$ cat src/rtl/keypad_if.sv
// keypad_if: keypad matrix pins plus the token stream toward the calculator.
interface keypad_if;
    logic [3:0] row;
    logic [3:0] col;
    logic [3:0] token;
    logic       token_valid;
    logic       key_down;
    modport master(input row, output col, output token, output token_valid, output key_down);
    modport slave(output row, input col, input token, input token_valid, input key_down);
endinterface

$ cat src/rtl/keypad_scanner.sv
// keypad_scanner: scans a 4x4 active-low keypad, debounces whole scans and emits one token per press.
module keypad_scanner #(
    parameter int COL_TICKS      = 50000,
    parameter int DEBOUNCE_SCANS = 5
) (
    input  logic     clk,
    input  logic     reset,
    keypad_if.master kp
);
    localparam int TW = $clog2(COL_TICKS);
    localparam int SW = $clog2(DEBOUNCE_SCANS + 1);
    localparam logic [1:0] NONE = 2'd0, ONE = 2'd1, MULTI = 2'd2;
    localparam logic [3:0] KEY_MAP [16] = '{
        4'h1, 4'h4, 4'h7, 4'h0,
        4'h2, 4'h5, 4'h8, 4'hF,
        4'h3, 4'h6, 4'h9, 4'hE,
        4'hA, 4'hB, 4'hC, 4'hD
    };

    typedef enum logic {IDLE, HELD} state_t;

    state_t          state, state_n;
    logic [3:0]      row_m, row_s;
    logic [TW-1:0]   tick;
    logic [1:0]      idx;
    logic [1:0]      acc_cnt, acc_cnt_n;
    logic [3:0]      acc_code, acc_code_n;
    logic [1:0]      prev_kind;
    logic [3:0]      prev_code;
    logic [SW-1:0]   stable, stable_n;
    logic [3:0]      low;
    logic [2:0]      n_low, sum;
    logic [1:0]      hit_row;
    logic            sample, scan_end, same, settled, report, release_key;

    // acc_cnt doubles as the scan-result kind: 0 = NONE, 1 = ONE, 2 = MULTI (saturated)
    always_comb begin
        low         = ~row_s;
        n_low       = 3'(low[0]) + 3'(low[1]) + 3'(low[2]) + 3'(low[3]);
        hit_row     = low[3] ? 2'd3 : low[2] ? 2'd2 : low[1] ? 2'd1 : 2'd0;
        sum         = 3'(acc_cnt) + n_low;
        acc_cnt_n   = sum > 3'd1 ? MULTI : sum[1:0];
        acc_code_n  = n_low != 3'd0 ? KEY_MAP[{idx, hit_row}] : acc_code;
        sample      = tick == TW'(COL_TICKS - 1);
        scan_end    = sample && idx == 2'd3;
        same        = acc_cnt_n == prev_kind && (acc_cnt_n != ONE || acc_code_n == prev_code);
        stable_n    = !same ? SW'(1) : stable == SW'(DEBOUNCE_SCANS) ? stable : stable + SW'(1);
        settled     = scan_end && stable_n == SW'(DEBOUNCE_SCANS);
        report      = settled && state == IDLE && acc_cnt_n == ONE;
        release_key = settled && state == HELD && acc_cnt_n == NONE;
        state_n     = report ? HELD : release_key ? IDLE : state;
    end

    always_ff @(posedge clk) begin
        if (reset) state <= IDLE;
        else       state <= state_n;
    end

    always_ff @(posedge clk) begin
        if (reset) begin
            row_m          <= 4'hF;
            row_s          <= 4'hF;
            tick           <= '0;
            idx            <= 2'd0;
            kp.col         <= 4'b1110;
            acc_cnt        <= NONE;
            acc_code       <= 4'h0;
            prev_kind      <= NONE;
            prev_code      <= 4'h0;
            stable         <= '0;
            kp.token       <= 4'h0;
            kp.token_valid <= 1'b0;
        end else begin
            row_m          <= kp.row;
            row_s          <= row_m;
            tick           <= sample ? '0 : tick + TW'(1);
            kp.token_valid <= report;
            if (report) kp.token <= acc_code_n;
            if (sample) begin
                idx      <= idx + 2'd1;
                kp.col   <= ~(4'b0001 << (idx + 2'd1));
                acc_cnt  <= scan_end ? NONE : acc_cnt_n;
                acc_code <= scan_end ? 4'h0 : acc_code_n;
            end
            if (scan_end) begin
                prev_kind <= acc_cnt_n;
                prev_code <= acc_code_n;
                stable    <= stable_n;
            end
        end
    end

    assign kp.key_down = state == HELD;
endmodule
$ cat src/flat_wrapper.sv
// flat-port wrapper written by rule: the top's interface ports become plain ports
module keypad_scanner_flat 
#(
    parameter int COL_TICKS      = 50000,
    parameter int DEBOUNCE_SCANS = 5
)
  (clk, reset, kp_row, kp_col, kp_token, kp_token_valid, kp_key_down);
  keypad_if kp_i ();
  input  logic clk;
  input  logic reset;
  input wire logic [$bits(kp_i.row)-1:0] kp_row;
  output wire logic [$bits(kp_i.col)-1:0] kp_col;
  output wire logic [$bits(kp_i.token)-1:0] kp_token;
  output wire logic [$bits(kp_i.token_valid)-1:0] kp_token_valid;
  output wire logic [$bits(kp_i.key_down)-1:0] kp_key_down;
  assign kp_i.row = kp_row;
  assign kp_col = kp_i.col;
  assign kp_token = kp_i.token;
  assign kp_token_valid = kp_i.token_valid;
  assign kp_key_down = kp_i.key_down;
  keypad_scanner #(.COL_TICKS(COL_TICKS), .DEBOUNCE_SCANS(DEBOUNCE_SCANS)) u_core (.clk(clk), .reset(reset), .kp(kp_i));
endmodule
$ cat config.mk
export PLATFORM = sky130hd
export DESIGN_NAME = keypad_scanner_flat
export DESIGN_NICKNAME = d
export VERILOG_FILES = /design/src/rtl/keypad_if.sv /design/src/rtl/keypad_scanner.sv /design/src/flat_wrapper.sv
export SDC_FILE = /design/constraint.sdc
export NUM_CORES = 1
export LEC_CHECK = 0
export CAP_MARGIN = 10
export CORE_MARGIN = 4
export CORE_UTILIZATION = 53
export DETAILED_ROUTE_END_ITERATION = 12
export MAX_ROUTING_LAYER = met4
export PLACE_DENSITY_LB_ADDON = 0.3
export SLEW_MARGIN = 20
export SYNTH_ARGS = -nofsm -noshare
export SYNTH_HDL_FRONTEND = slang
export SYNTH_SLANG_ARGS = --single-unit
$ cat constraint.sdc
create_clock -name clk -period 9.41 [get_ports clk]
set_input_delay 1.882 -clock clk [delete_from_list [all_inputs] [get_ports clk]]
set_output_delay 1.882 -clock clk [all_outputs]
set_load 0.005 [all_outputs]
# ---- Word-level counts from Yosys, hierarchy flattened
# Memory sizes are Yosys's and may differ from the RTL's.
# Cells that the tools add are included.
dict set report word_totals {
  regBits 51
  romBits 64
  inputBits 6
  word_cells 61
  memories 1
}
# memory words width rd rd_ports_with_merged_regs write_ports line_no
set mem_list {}
lappend mem_list {{(no name shown)} 16 4 1 0 0 keypad_scanner.sv:43} ;# acc_code_n = n_low != 3'd0 ? KEY_MAP[{idx, hit_row}] : acc_code;
dict set report op_classes {
  addsub 7
  order_cmp 2
  eq_ne 8
  shift 1
  mux 13
  n_bitwise 4
  reduce_logical 12
}
# op count
set op_table {}
lappend op_table {{$add A16 B1 Y16 const B} 1}
lappend op_table {{$eq A16 B16 Y1 const B} 1}
lappend op_table {{$mux W4} 4}
lappend op_table {{$mux W2} 4}
lappend op_table {{$not A4 Y4} 2}
lappend op_table {{$logic_and A1 B1 Y1} 7}
lappend op_table {{$add A3 B1 Y3} 2}
lappend op_table {{$eq A3 B3 Y1 const B} 2}
lappend op_table {{$mux W3} 2}
lappend op_table {{$ge A5 B5 Y1 const B} 1}
lappend op_table {{$not A4 Y5} 1}
lappend op_table {{$eq A4 B4 Y1} 1}
lappend op_table {{$shl A1 B2 Y4 const A} 1}
lappend op_table {{$add A2 B3 Y3} 1}
lappend op_table {{$add A3 B1 Y3 const B} 1}
lappend op_table {{$gt A3 B1 Y1 const B} 1}
lappend op_table {{$mux W1} 3}
lappend op_table {{$reduce_bool A3 Y1} 1}
lappend op_table {{$add A1 B1 Y2} 1}
lappend op_table {{$add A2 B1 Y2 const B} 1}
lappend op_table {{$eq A2 B1 Y1 const B} 1}
lappend op_table {{$eq A2 B2 Y1} 1}
lappend op_table {{$eq A2 B2 Y1 const B} 1}
lappend op_table {{$logic_not A2 Y1} 1}
lappend op_table {{other kinds (5)} 5}

# ---- Longest topological paths before layout
dict set report depth {
  word_depth 19
  depth_mapped 12
  ltp_nobuf 12
}

# ---- Worst setup path before layout
# Ideal clock, no wire load.
dict set report synth_timing {
  path_type {register to register}
  startpoint {reg u_core.row_s[1]}
  endpoint {reg u_core.kp.token[0]}
  setup_time_ps 71
  arrival_time_ps 3619
  required_ps 9339
  setup_slack_ps 5720
  stages_incl_launch_ff 13
  path_buffers 0
  cell_sequence {dfxtp_1 -> inv_1 -> ha_1 -> fa_1 -> ha_1 -> fa_1 -> xor2_1 -> or4_2 -> o221ai_1 -> nand3_2 -> or3_4 -> or3_1 -> a21oi_1}
}
dict set report synth_between {
  elab_chain_len 17
}
# item line_no
set synth_rtl {}
lappend synth_rtl {{start: declaration} keypad_scanner.sv:23} ;# logic [3:0] row_m, row_s;
lappend synth_rtl {{start signal: assignment} keypad_scanner.sv:75} ;# row_s <= row_m;
lappend synth_rtl {{$not A4 Y4 (*)} keypad_scanner.sv:38} ;# low = ~row_s;
lappend synth_rtl {{branches (longest 16 deep; another with $add A3 B1 Y3)} n/a}
lappend synth_rtl {{end signal: assignment} keypad_scanner.sv:78} ;# if (report) kp.token <= acc_code_n;
lappend synth_rtl {{end: declaration} keypad_if.sv:8} ;# modport master(input row, output col, output token, output token_valid, output key_down);
# Every way passes the cells marked *. The select of a mux whose other input is x is not followed.
# A chain may end at the register's enable or synchronous reset.

# ---- Worst setup path in the final report
# Same ends and word-level chain as after synthesis.

==> metrics <==
final hold vios 0; cell taking the most area after synthesis dfxtp_1; largest net degree at the start of global routing 34; share of flip-flops with an asynchronous set or reset 0%; Routed wire per std cell 13.2 µm; root buffer cell clkbuf_8; Final Max Tran Viols 0; design area 2830 µm²; Yosys Warn Count 0; crit end category register; Critical R2R Launch u_core.row_s[1]$_SDFF_PP1_; RSZ-0062 raised after global routing no; flip-flop and latch area 1020 µm²; max-cap violations 0; Longest Clk Path Bufs 2; Peak Freq 256 MHz; worst path cell trace inv_1, ha_1, fa_1, ha_1, fa_1, xor2_1, or4_2, o221ai_1, nand3_2, or3_4, or3_1, a21oi_1; Post-synth top flop dfxtp_1; 1st-iter DRT viols 102; Seq cells post-synth 51; reg2reg setup slack 5.50 ns; Post-synth EDFFs 0; Seq/Total Area, Yosys 40.0%; Peak VDD IR 0.0000992 V; hold-fix buffers at CTS 0; placed instance area 2740 µm²; top area cells in the synthesized netlist dfxtp_1 (40%), nor2_1 (6.3%), ha_1 (5.4%); CTS resizes 0; HP Class register to register; hold path cells 1; syn nets 314; cells on worst reg2reg path 12; HPWL Detailed 3.50 mm; RePlAce Congestion 0.849; synthesized cell area 2550 µm²; slowest CP cell or4_2; Die W 77.4 µm; multiplexer area fraction after synthesis 1.18%; final worst-path cycle share 41.5%; worst slack at placement 5.52 ns; Worst-Skew Late Latency 0.31 ns; core area 4500 µm²; number of cells produced by synthesis 295; CP startpoint kind register; Slew headroom 47.4%; PortBufs 15; FP Rows 24; share of cells above drive strength 1 9.62%; drc violations 0; nets@finish 330; Vert. Die Dim 77.4 µm; syn avg cell area 8.65 µm²; Reg-to-Reg End u_core.kp.token[0]$_SDFFE_PP0P_; Post-Synth Adder-Cell Area 6.96%; H-Tree Depth 2; I/O Pins 16; Pwr Density 133 nW/µm²; delay of the slowest critical-path stage 0.55 ns; Power Total 0.000375 W; PnR worst setup slack 5.50 ns; total grt overflow 0; post-synthesis cell type count 54; DR vias/cell 5.57; XOR/XNOR share of the synthesized area 7.55%; Synth Area in Compound Gates 12.1%; Worst EP required 9.66 ns; antenna violations before repair 0; crit path time final 3.91 ns; fill count 398; Diodes inserted 0; first-pass GRT wire length 8.56 mm; CP Max Fanout 6; area of the multi-input gates 1440 µm²; Pleak 1.09 nW; total number of vias 2027; CTS tree built; router iterations before antenna repair 4; Yosys top cell area share 40.0%; main combinational cell family by area after synthesis simple AND/OR/NAND/NOR gates; Total Wirelength 4.81 mm; setup bufs post-CTS 0; Clock Sinks 51; Global Route Usage Sum 17.9%; Initial Util 56.7%; Setup Skew 0.00620 ns; status completed; antenna viol nets, final 0; hold_sp u_core.row_m[0]$_SDFF_PP1_; Critical Path AT 4.15 ns; critical path type register to register; vias in the first global route 1910; Top Family by Delay on Critical Path simple AND/OR/NAND/NOR gates; Synth Area in Simple Gates 28.7%; Fin Setup TNS 0 ns; Worst Tran Pin Value 0.782 ns; P&R area growth vs syn 10.7%; Hold Path End u_core.row_s[0]$_SDFF_PP1_; die area 5990 µm²; # setup viols final 0; clock transition at the registers of the reported paths 0.09 ns; Num CTS Buffers 5; WP buf/inv 1
[metrics by stage]
stage / util [%] / hold WS [ns] / cells
2_1_floorplan: - / 0.389 / 295
3_3_place_gp: 60.9 / 0.392 / 356
3_5_place_dp: 60.9 / 0.396 / 356
4_1_cts: 62.7 / 0.417 / 364
5_1_grt: 62.7 / 0.427 / 364
6_report: 62.7 / 0.408 / 364
[worst max path at each step]
stage | cells after the start | from | slack (ns) | endpoint
after floorplan | 12 | u_core.row_s[1]$_SDFF_PP1_ | 5.72 | u_core.kp.token[0]$_SDFFE_PP0P_
after global placement | 12 | u_core.row_s[1]$_SDFF_PP1_ | 5.64 | u_core.kp.token[0]$_SDFFE_PP0P_
after detailed placement | 12 | u_core.row_s[1]$_SDFF_PP1_ | 5.52 | u_core.kp.token[0]$_SDFFE_PP0P_
after CTS | 12 | u_core.row_s[1]$_SDFF_PP1_ | 5.50 | u_core.kp.token[0]$_SDFFE_PP0P_
after global routing | 11 | u_core.row_s[1]$_SDFF_PP1_ | 5.26 | u_core.kp.token[3]$_SDFFE_PP0P_
final | 12 | u_core.row_s[1]$_SDFF_PP1_ | 5.50 | u_core.kp.token[0]$_SDFFE_PP0P_
[sequential cells by signal (all words and copies together), names as in the netlist]
name,flops
u_core.tick,16
u_core.kp.key_down,1
u_core.kp.token_valid,1
u_core.stable,3
u_core.acc_cnt,2
u_core.row_m,4
u_core.row_s,4
u_core.acc_code,4
u_core.kp.col,4
u_core.idx,2
u_core.prev_kind,2
u_core.prev_code,4
u_core.kp.token,4
[worst register-to-register path: cells and delay by family, from the launching register on]
family	cells	cell delay (ns)
AND/OR/NAND/NOR	4	1.49
XOR/XNOR	1	0.17
buffers and inverters	1	0.07
AO/OA/AOI/OAI	2	0.28
flip-flops	1	0.37
adder cells (fa/ha/maj)	4	1.47
[synthesized netlist by cell type, types with 6 or more instances]
cell type / number
inv_1: 13
xnor2_1: 10
o21ai_0: 6
nand2_1: 23
nand3_1: 13
ha_1: 11
xor2_1: 12
or2_2: 9
nor3_1: 14
a21oi_1: 16
nor2_1: 43
dfxtp_1: 51
[layout by cell type, fill, tap and decap left out, drive strengths merged, types with 3 or more instances in the layout]
cell and n:
mux2i 3, xor2 12, clkdlybuf4s50 15, inv 13
nor3b 3, a31oi 5, nand4 5, or3 4
nand2 23, and3 4, a22oi 3, nor3 14
a21oi 16, clkbuf 6, o211ai 4, xnor2 10
ha 11, or2 9, o21ai 7, dfxtp 51
nand3 14, nor2 43
[layout make-up]
class,instances,area share [%]
clock buffers,6,2.57
clock inverters,2,0.443
inverters,13,1.73
multi-input cells,223,51.0
flip-flops and latches,51,36.1
well taps,52,2.30
repair buffers,17,5.84
[layer usage]
layer / vias up / global-route usage, % / share of wire, % / routed length [µm]
met5: - / - / 0 / 0
met4: 0 / 6.58 / 1.1 / 53
met3: 4 / 4.75 / 3.6 / 174
met2: 23 / 29.0 / 48 / 2320
met1: 935 / 21.5 / 47 / 2260
li1: 1065 / - / - / -
[kinds of logic after synthesis]
kind of cell / Yosys count
flip-flops: 51
XOR/XNOR: 22
buffers and inverters: 21
adder cells (fa/ha/maj): 13
multiplexers: 3
AND/OR/NAND/NOR: 137
AO/OA/AOI/OAI: 48
[power by group]
part	internal (W)	switching, W	total, W
Combinational	0.0000113	0.0000185	0.0000298
Sequential	0.000218	0.00000182	0.000220
Clock	0.0000521	0.0000727	0.000125
Power figures use the tool's default switching activity.
